### config.mk
export PLATFORM = sky130hd
export DESIGN_NAME = sseg_scanner
export DESIGN_NICKNAME = d
export VERILOG_FILES = /design/src/rtl/sseg_scanner.sv
export SDC_FILE = /design/constraint.sdc
export NUM_CORES = 1
export LEC_CHECK = 0
export CAP_MARGIN = 20
export CORE_MARGIN = 5
export CORE_UTILIZATION = 24
export DETAILED_ROUTE_END_ITERATION = 7
export DONT_BUFFER_PORTS = 1
export PLACE_DENSITY = 0.33
export REMOVE_ABC_BUFFERS = 1
export SETUP_SLACK_MARGIN = 0.05
export SLEW_MARGIN = 20
export SYNTH_ARGS = -nofsm -noshare
export SYNTH_HDL_FRONTEND = slang
export SYNTH_SLANG_ARGS = --single-unit
### constraint.sdc
create_clock -name clk -period 5.1 [get_ports clk]
set_input_delay 1.02 -clock clk [delete_from_list [all_inputs] [get_ports clk]]
set_output_delay 1.02 -clock clk [all_outputs]
set_load 0.02 [all_outputs]
### src/rtl/sseg_scanner.sv
// Time-multiplexed common-anode 7-segment scanner: steps through the digits of a
// double-buffered display word and drives registered active-low anodes and cathodes.
module sseg_scanner #(
  parameter int DIGITS        = 8,
  parameter int PRESCALE      = 100000,
  parameter bit BLANK_LEADING = 1'b1
) (
  input  logic                  clk,
  input  logic                  rstn,
  input  logic [4*DIGITS-1:0]   value,
  input  logic [DIGITS-1:0]     dp,
  input  logic                  load,
  input  logic                  en,
  output logic [3:0]            hex,
  input  logic [6:0]            sseg_in,
  output logic [6:0]            seg_n,
  output logic                  dp_n,
  output logic [DIGITS-1:0]     an_n,
  output logic                  frame
);

  localparam int PC_W  = (PRESCALE > 1) ? $clog2(PRESCALE) : 1;
  localparam int IDX_W = (DIGITS > 1) ? $clog2(DIGITS) : 1;
  localparam logic [PC_W-1:0]  PC_LAST  = PC_W'(PRESCALE - 1);
  localparam logic [IDX_W-1:0] IDX_LAST = IDX_W'(DIGITS - 1);

  typedef struct packed {
    logic [4*DIGITS-1:0] value;
    logic [DIGITS-1:0]   dp;
  } word_t;

  word_t             pending;
  word_t             shown;
  logic [PC_W-1:0]   pc;
  logic [IDX_W-1:0]  idx;
  logic              slot_end;
  logic              last_digit;
  logic              blank;
  logic              dp_cur;
  logic [DIGITS-1:0] digit_sel;

  assign slot_end   = (pc == PC_LAST);
  assign last_digit = (idx == IDX_LAST);

  // Select the current digit and decide leading-zero blanking by scanning from
  // the most significant nibble down, so upper_zero covers nibbles idx..DIGITS-1.
  always_comb begin
    logic upper_zero;
    // NOTE: blocking assignments with a default first keep this purely combinational (no latch).
    hex        = 4'h0;
    blank      = 1'b0;
    dp_cur     = 1'b0;
    digit_sel  = '0;
    upper_zero = 1'b1;
    for (int i = DIGITS - 1; i >= 0; i--) begin
      upper_zero = upper_zero && (shown.value[4*i +: 4] == 4'h0);
      if (idx == IDX_W'(i)) begin
        digit_sel[i] = 1'b1;
        hex          = shown.value[4*i +: 4];
        dp_cur       = shown.dp[i];
        blank        = BLANK_LEADING && (i != 0) && upper_zero;
      end
    end
  end

  // NOTE: all state uses non-blocking assignments; reset is synchronous and wins over load and en.
  always_ff @(posedge clk) begin
    if (!rstn) begin
      pending <= '0;
      shown   <= '0;
      pc      <= '0;
      idx     <= '0;
      an_n    <= '1;
      seg_n   <= '1;
      dp_n    <= 1'b1;
      frame   <= 1'b0;
    end else begin
      if (load) pending <= {value, dp};

      if (!en) begin
        pc    <= '0;
        idx   <= '0;
        shown <= pending;
        an_n  <= '1;
        seg_n <= '1;
        dp_n  <= 1'b1;
        frame <= 1'b0;
      end else begin
        an_n  <= ~digit_sel;
        seg_n <= blank ? 7'h7F : ~sseg_in;
        dp_n  <= ~dp_cur;
        frame <= slot_end && last_digit;
        if (slot_end) begin
          pc <= '0;
          if (last_digit) begin
            idx   <= '0;
            shown <= pending;   // swap only at the wrap so a frame never tears
          end else begin
            idx <= idx + 1'b1;
          end
        end else begin
          pc <= pc + 1'b1;
        end
      end
    end
  end

endmodule

Yosys cells after proc, flatten, opt, wreduce, memory -nomap -nowiden. Cells that the tools add are included. Widths: inputs -> output; s select.

Reduce and logical (&&, ||, !) cells: 19. Equal/unequal tests: 10. Add/subtract/negate cells: 2. Mux-type cells: 36. Bitwise operators: 5.

Operator list (count): $mux 40 (3); $mux 4 (8); $logic_not 4->1 (7); $mux 1 (24); $add 17x1->17 const B (1); $eq 17x17->1 const B (1); $eq 3x3->1 const B (4); $not 8->8 (1); $logic_and 1x1->1 (7); $not 7->7 (1); $eq 3x2->1 const B (2); $reduce_or 3->1 (2); $ne 2x1->1 const B (2); $reduce_and 2->1 (2); $add 3x1->3 const B (1); $eq 3x1->1 const B (1); $logic_not 3->1 (1); $mux 3 (1); $not 1->1 (3).

Output and inout port bits: 21. Bits of input ports: 51. Logic and storage cells: 82. Register bits: 117.

Depth between registers and ports, before layout. Gate-level depths: netlist of the first run.

Depth in word-level cells: 10. Gate-level depth with buffers: 9. Depth with buffers taken out: 7.

Least setup slack after synthesis of the first run. OpenSTA, ideal clock, no wires.

Kind: register to output. From: register idx[0]. To: output hex[2]. Slack: 2358 ps. Cell stages (with the launch flop): 9. Buffers on the path: 2. Arrival: 1722 ps. Data required time: 4080 ps. Cells stage by stage: dfxtp_1 -> inv_1 -> ha_1 -> buf_2 -> clkbuf_1 -> nand3_1 -> a311o_1 -> a21oi_1 -> o22a_1.

Cells in the longest elaborated chain, start to end: 9. Elaborated cells between the ends (all ways): 16. Classes of those cells: 7 x eq/ne; 8 x mux; 1 x reduce/logical.

Ends and longest elaborated chain: start, declared (line 35) `logic [IDX_W-1:0] idx;`; start signal, assigned (line 99) `idx <= idx + 1'b1;`; $eq 3x3->1 (line 57) `if (idx == IDX_W'(i)) begin`; $mux 4 (7 in series) (line 57); $mux 4 (*) (line 57); end, declared (line 14) `output logic [3:0] hex,`.

Every way passes the cells marked *; elsewhere a longest branch is shown, timed or not.

Final worst setup path of the first run.
From: register idx[2]. To: output hex[0].

The elaborated chain is that of the path after synthesis.

==> results of run 1 <==
power groups by stage:
stage               Combinational, mW  Sequential, mW  Clock (mW)
floorplan                      0.0638           0.987           0
global placement               0.0780           0.998           0
detailed placement             0.0784           0.997           0
CTS                            0.0788           0.978        1.19
global route                   0.0899           0.982        1.24
finish                         0.0772           0.978        1.16
registers in the layout, summed over array words and instances, names as in the netlist:
signal,count
seg_n,7
idx,3
pc,17
shown,40
an_n,8
pending,40
frame,1
dp_n,1
routing by layer:
layer / global-route usage, % / vias to the layer above / wire length (um)
met4: 4.84 / 0 / 228
met3: 4.50 / 18 / 731
met1: 14.5 / 1671 / 6040
li1: - / 1881 / -
met2: 16.4 / 83 / 5530
met5: 0 / - / 0
critical path: cells and delay by family, from the launching register on:
kind,cells,cell delay [ns]
compound gates,3,0.82
flops,1,0.87
fa+ha+maj,1,0.46
simple gates,1,0.14
metrics by stage:
step	std cells	util (%)	setup WS (ns)
3_3_place_gp	788	25.1	1.92
3_5_place_dp	788	25.1	1.84
2_1_floorplan	516	-	2.10
6_report	820	27.9	1.38
4_1_cts	820	27.9	1.36
5_1_grt	820	27.9	1.18
cell families after synthesis:
kind of cell | count (synthesis)
buffers and inverters | 44
DFF | 117
adders and majority gates | 7
and+or+nand+nor | 233
xor gates and xnor gates | 15
muxes | 40
AOI/OAI and AO/OA | 98
Yosys cell counts, types with 2 or more instances:
cell | instances | area, um^2
xor2_1 | 8 | 70.1
mux2i_1 | 40 | 400
o21ai_1 | 9 | 45.0
clkbuf_1 | 26 | 97.6
or4_1 | 2 | 15.0
xnor2_1 | 7 | 61.3
o21ai_0 | 47 | 235
buf_2 | 2 | 10.0
and3_1 | 2 | 12.5
buf_6 | 4 | 45.0
ha_1 | 7 | 87.6
nor3_1 | 4 | 20.0
nor2_1 | 38 | 143
o22a_1 | 4 | 35.0
a311o_1 | 4 | 40.0
and2_1 | 3 | 18.8
nand4_1 | 3 | 18.8
clkbuf_2 | 4 | 20.0
o31ai_1 | 2 | 15.0
inv_1 | 6 | 22.5
dfxtp_1 | 117 | 2340
nand3_1 | 58 | 290
nand2_1 | 66 | 248
nor2b_1 | 45 | 282
nor4_1 | 5 | 31.3
and4_1 | 2 | 17.5
o22ai_1 | 2 | 12.5
and4bb_2 | 2 | 25.0
a21oi_1 | 20 | 100
a211oi_1 | 2 | 15.0
layout by cell type (no fill, tap or decap), types with 5 or more instances in the layout:
cell type,instances
dfxtp_1,117
nand2_1,66
nand3_1,58
o21ai_0,47
nor2b_1,45
mux2i_1,40
nor2_1,38
a21oi_1,20
clkbuf_16,17
o21ai_1,8
xor2_1,8
xnor2_1,7
ha_1,7
inv_1,6
clkinv_2,6
nor4_1,5
area by class of cell:
type                    instances  area (um^2)
fillers                      2160        14500
inverters                       6         22.5
repair buffers                  2         15.0
multi-input cells             393         2350
clock buffers                  22          464
well taps                     270          338
flip-flops and latches        117         2340
clock inverters                10          105
worst paths after layout:
path         startpoint   endpoint  slack [ns]  cells after the start
max              idx[2]     hex[0]        1.38                      5
min               pc[0]      pc[0]        0.46                      1
max reg2reg      idx[2]  shown[39]        2.49                      6
min reg2reg       pc[0]      pc[0]        0.46                      1
==> impl_metrics.toml, run 1 <==
[critical_path]
critPathLaunchType = "flop"
cp_max_fo = 27
crit_path_max_incr_delay_ns = 0.87
worst-setup-path-type = "reg -> out"
crit_arrival_ns = 2.70
cpMaxStageDelayCell = "dfxtp_1"
critPathCaptureType = "output port"
cp_cell_sequence = "ha_1 -> nand3_1 -> a311o_1 -> a21oi_1 -> o22a_1"
cp.required_ns = 4.08

[placed_design]
portBuffers = 0
dp_hpwl_um = 8610
gp_congestion = 0.741
dpl_cell_area_um2 = 5060

[floorplan]
dieArea_um2 = 23400
die_w_um = 153
pin_count = 72
start_util_pct = 24.3
core_um2 = 20200
fp.dieH_um = 153
fp-row-count = 52

[yosys]
syn_area_um2 = 4890
synth-simple-area-share_pct = 23.4
synth_top_family_by_area = "simple AND/OR/NAND/NOR gates"
synth_warnings = 0
synth_cell_type_count = 43
seq_area_frac_synth_pct = 47.9
synth_compound_area_share_pct = 11.9
synth_mux_area_share_pct = 8.18
synth_cells = 554
synth_edf_count = 0
synthXorXnorAreaFrac_pct = 2.68
synthAdderAreaFrac_pct = 1.79
synth.avg_cell_area_um2 = 8.84
ys_async_sr_fraction_pct = 0
ys_dominant_reg_cell = "dfxtp_1"
synth_seq_cells = 117

[clock_tree]
cts_buffers = 17
clock_path_buffers = 2
cts_tree = "built"
clk_latency_ns = 0.42
ctsRootBufferMaster = "clkbuf_16"
cts_sinks = 117
cts_resized = 0
ctsHoldBuffers = 0
htreeDepth = 4
path_clk_slew_ns = 0.06
cts_setup_buffers = 0

[pwr]
p_per_area_nw_per_um2 = 392
p_seq_share_pct = 44.2
p_comb_share_pct = 3.5
p_clk_share_pct = 52.3
p_leak_nw = 2.02
intPower_mw = 1.73
power_mw = 2.21
switchingPower_mw = 0.486
swShare_pct = 22.0
ir_drop_mv = 0.121

[timing]
maxSlewHeadroom_pct = 43.8
skew_ns = 0.00976
setup-violations-final = 0
post-route-period-util_pct = 72.9
final.min_clock_period_ns = 3.72
final.setup.tns_ns = 0
hold_viol_final = 0
worst_slew_pin_slew_ns = 0.842
hold_ws_ns = 0.459
maxSlewViolCount = 0
rsz0062_at_grt = "false"
max_freq_mhz = 269

[global_route]
grt_pass1_wl_um = 20600
overflow = 0
grt_pass1_vias = 3663
antenna_found_initial = 0
grt_max_degree = 123
gr-usage-all-layers_pct = 11.2

[flow_run]
drv_cap = 0

[cells_and_area]
drive_gt1_share_pct = 6.73
antenna_cells = 0
syn2layout_area_growth_pct = 15.2
fin_nets = 595
postLayoutCellArea_um2 = 5640

[detailed_routing]
viasPerCell = 4.45
vias = 3653
wl_um = 12500
drc = 0
dr.first_iter.drc_count = 233
drt-pass1-iter-count = 4
avgRoutedWirePerCell_um = 15.3
ant_nets = 0

[run_status]
status = "finished, final reports clean"

[min_path]
hp-class = "reg -> reg"
Power figures use the tool's default switching activity.
==> run 2: changes to the inputs <==
clock period = 3.55 ns   (was 5.1 ns; I/O delays follow)
==> run 2 against run 1 <==
First-iteration DRC count is 18% lower. Critical path type unchanged. Power grew 44%. Non-clock buffer count increased by 3. Largest power group unchanged. Global-route usage down 0.21 points. Clock power is 44% higher. Sequential power is 43% higher. Largest cell class unchanged. Clock skew is 0.0021 ns lower. Via count down 0.25%. Highest routed layer unchanged. Sequential cell count unchanged. Final area up 0.44%.
==> impl_metrics.toml, run 2 (synthesis results as in run 1) <==
[critical_path]
crit_arrival_ns = 2.43
worst-setup-path-type = "reg -> out"
cp.required_ns = 2.84
critPathLaunchType = "flop"
cp_max_fo = 16
critPathCaptureType = "output port"

[detailed_routing]
viasPerCell = 4.44
wl_um = 12300
dr.first_iter.drc_count = 192
drc = 0
vias = 3644
avgRoutedWirePerCell_um = 15.1
ant_nets = 0
drt-pass1-iter-count = 4

[global_route]
grt_pass1_vias = 3706
antenna_found_initial = 0
gr-usage-all-layers_pct = 11.0
grt_pass1_wl_um = 20500
overflow = 0
grt_max_degree = 123

[pwr]
p_per_area_nw_per_um2 = 563
p_leak_nw = 2.04
ir_drop_mv = 0.219

[run_status]
status = "finished, final reports clean"

[clock_tree]
ctsHoldBuffers = 0
clock_path_buffers = 2
cts_tree = "built"
ctsRootBufferMaster = "clkbuf_16"
cts_buffers = 17
cts_resized = 0
path_clk_slew_ns = 0.05
cts_sinks = 117
cts_setup_buffers = 0
clk_latency_ns = 0.40
htreeDepth = 4

[cells_and_area]
post-route-util_pct = 28.1
syn2layout_area_growth_pct = 15.7
top_regs = "pending (40), shown (40), pc (17)"
drive_gt1_share_pct = 6.55
fin_nets = 598
fillCellCount = 2187
postLayoutCellArea_um2 = 5660
final_common_cell = "dfxtp_1"
final_cell_mix = "dfxtp_1 (117), nand2_1 (66), nand3_1 (58)"
antenna_cells = 0

[placed_design]
dp_worst_setup_slack_ns = 0.843
dp_hpwl_um = 8590
gp_congestion = 0.754
dpl_cell_area_um2 = 5090
portBuffers = 0

[timing]
rsz0062_at_grt = "false"
final.setup.tns_ns = 0
layout_setup_ws_ns = 0.409
max_freq_mhz = 318
setup-violations-final = 0
final.min_clock_period_ns = 3.14
hold_ws_ns = 0.382
skew_ns = 0.00770
post-route-period-util_pct = 88.5
maxSlewHeadroom_pct = 59.4
maxSlewViolCount = 0
hold_viol_final = 0
worst_slew_pin_slew_ns = 0.608

[min_path]
hp-class = "in -> reg"

[floorplan]
fp.dieH_um = 153
die_w_um = 153
pin_count = 72
fp-row-count = 52
core_um2 = 20200
dieArea_um2 = 23400
start_util_pct = 24.3

[flow_run]
drv_cap = 0
-- run 2: where the power goes --
group          leakage, nW  switching, mW  internal [mW]  total [mW]
clock                0.285          0.557           1.11        1.67
sequential           0.956         0.0394           1.37        1.40
combinational        0.801         0.0563         0.0551       0.111
total                 2.04          0.653           2.53        3.19
-- run 2: final cells by class --
type / count / area (um^2) / area share, %
Clock buffer: 25 / 505 / 8.93
Inverter: 6 / 22.5 / 0.398
Clock inverter: 4 / 70.1 / 1.24
Sequential cell: 117 / 2340 / 41.4
Tap cell: 270 / 338 / 5.97
Timing Repair Buffer: 5 / 37.5 / 0.663
Multi-Input combinational cell: 393 / 2350 / 41.4
-- run 2: per-stage QoR --
step / power, mW / std cells
2_1_floorplan: 1.51 / 516
3_3_place_gp: 1.55 / 791
3_5_place_dp: 1.55 / 791
4_1_cts: 3.25 / 820
5_1_grt: 3.33 / 820
6_report: 3.19 / 820
-- run 2: per-layer routing --
| layer | up-vias | part of all wire (%) | global-route usage [%] |
|---|---|---|---|
| met2 | 74 | 43 | 16.1 |
| li1 | 1894 | - | - |
| met1 | 1670 | 50 | 14.7 |
| met4 | 0 | 0.83 | 3.52 |
| met3 | 6 | 5.7 | 4.55 |
| met5 | - | 0 | 0 |
-- run 2: worst max-delay path, cell delays in order, from the launching register on --
cell,delay [ns]
dfxtp_1,0.33
inv_1,0.10
ha_1,0.53
and2_1,0.46
a21oi_1,0.14
a21oi_1,0.17
o22a_1,0.30
-- run 2: path summary, 6_finish.rpt --
kind              end       start  depth (start not counted)  slack, ns
max            hex[3]      idx[0]                          6       0.41
min          seg_n[0]  sseg_in[0]                          1       0.38
max reg2reg  seg_n[5]      idx[0]                          7       1.04
min reg2reg  shown[7]    shown[7]                          2       0.45
==> run 3: changes to the inputs <==
PLACE_DENSITY = 0.39   (was 0.33)
==> run 3 against run 2 <==
Die area unchanged. Worst hold slack lost 0.012 ns. Global-route usage is 0.15 points lower. Critical path depth up 1. Fmax is 0.79% lower. Via count shrank 2.1%. Highest routed layer unchanged.
==> impl_metrics.toml, run 3 (synthesis results as in run 1) <==
[run_status]
status = "finished, final reports clean"

[pwr]
p_per_area_nw_per_um2 = 576
p_leak_nw = 2.05
ir_drop_mv = 0.217

[floorplan]
fp.dieH_um = 153
pin_count = 72
start_util_pct = 24.3
dieArea_um2 = 23400
die_w_um = 153
core_um2 = 20200
fp-row-count = 52

[cells_and_area]
fin_nets = 598
top_regs = "pending (40), shown (40), pc (17)"
syn2layout_area_growth_pct = 16.5
drive_gt1_share_pct = 7.26
postLayoutCellArea_um2 = 5700
antenna_cells = 0
post-route-util_pct = 28.3
final_cell_mix = "dfxtp_1 (117), nand2_1 (66), nand3_1 (58)"
final_common_cell = "dfxtp_1"

[clock_tree]
clock_path_buffers = 2
cts_sinks = 117
cts_tree = "built"
htreeDepth = 4
ctsRootBufferMaster = "clkbuf_16"
cts_resized = 0
clk_latency_ns = 0.41
cts_setup_buffers = 0
path_clk_slew_ns = 0.05
cts_buffers = 17
ctsHoldBuffers = 0

[critical_path]
r2r_start = "idx[0]"
worst-setup-path-type = "reg -> out"
crit_arrival_ns = 2.46
reg2reg_slack_ns = 1.02
reg2reg_to = "seg_n[4]"
cp_max_fo = 18
critPathLaunchType = "flop"
r2r_cells = 7
endpoint = "hex[2]"
critPathCaptureType = "output port"
startpoint = "idx[0]"
cp.required_ns = 2.84

[min_path]
hp-class = "in -> reg"

[detailed_routing]
drc = 0
viasPerCell = 4.34
wl_um = 12100
highest-signal-layer = "met4"
wl_met3_um = 614
wl_met2_um = 5210
avgRoutedWirePerCell_um = 14.7
ant_nets = 0
vias = 3566
routedLengthMet1_um = 5990
dr.first_iter.drc_count = 190
drt-pass1-iter-count = 4

[timing]
maxSlewViolCount = 0
setup-violations-final = 0
maxSlewHeadroom_pct = 59.6
max_freq_mhz = 316
worst_slew_pin_slew_ns = 0.601
hold_viol_final = 0
final.min_clock_period_ns = 3.17
rsz0062_at_grt = "false"
final.setup.tns_ns = 0
hold_ws_ns = 0.371
post-route-period-util_pct = 89.2
skew_ns = 0.00981

[flow_run]
drv_cap = 0

[placed_design]
dp_hpwl_um = 8540
gp_congestion = 0.817
portBuffers = 0
dpl_cell_area_um2 = 5080

[global_route]
antenna_found_initial = 0
gr-usage-all-layers_pct = 10.8
grt_pass1_vias = 3596
grt_pass1_wl_um = 20000
grt_max_degree = 123
overflow = 0
==> run 3: cell count changes in the layout (fill, tap and decap cells not counted), sizes merged <==
cell and delta:
clkbuf -3, bufinv +1, clkinvlp +3
==> run 3: layer usage <==
layer	vias to the layer above	global-route usage (%)
met1	1601	14.5
met3	15	3.87
met4	0	5.09
met2	63	15.5
met5	-	0
li1	1887	-
==> run 3: how the worst min path moves through the flow <==
stage	from	end	slack (ns)	depth (start not counted)
final	sseg_in[5]	seg_n[5]	0.37	1
after floorplan	shown[7]	shown[7]	0.43	2
after CTS	sseg_in[5]	seg_n[5]	0.34	1
after detailed placement	shown[7]	shown[7]	0.46	2
after global placement	pc[0]	pc[0]	0.44	1
after global routing	sseg_in[2]	seg_n[2]	0.35	1
==> run 3: critical path: stages (launching register included) <==
cell     delay (ns)
dfxtp_1        0.37
inv_1          0.09
ha_1           0.42
nand2_1        0.22
nand3_1        0.09
a311o_1        0.37
a21oi_1        0.17
o22a_1         0.31
==> run 3: final cells by class <==
type | count | area (um^2)
fillers | 2151 | 14500
multi-input cells | 393 | 2350
flip-flops and latches | 117 | 2340
clock buffers | 22 | 494
well taps | 270 | 338
clock inverters | 8 | 123
repair buffers | 5 | 37.5
inverters | 6 | 22.5
==> run 3: metrics by stage <==
stage,setup slack [ns],cells,total power [mW]
3_3_place_gp,0.800,790,1.54
4_1_cts,0.318,820,3.34
6_report,0.384,821,3.28
3_5_place_dp,0.771,790,1.54
5_1_grt,0.193,821,3.43
2_1_floorplan,0.546,516,1.51
==> run 3: power by group <==
group	internal [mW]	switching [mW]	total, mW
Combinational	0.0551	0.0558	0.111
Sequential	1.36	0.0389	1.40
Clock	1.19	0.584	1.77
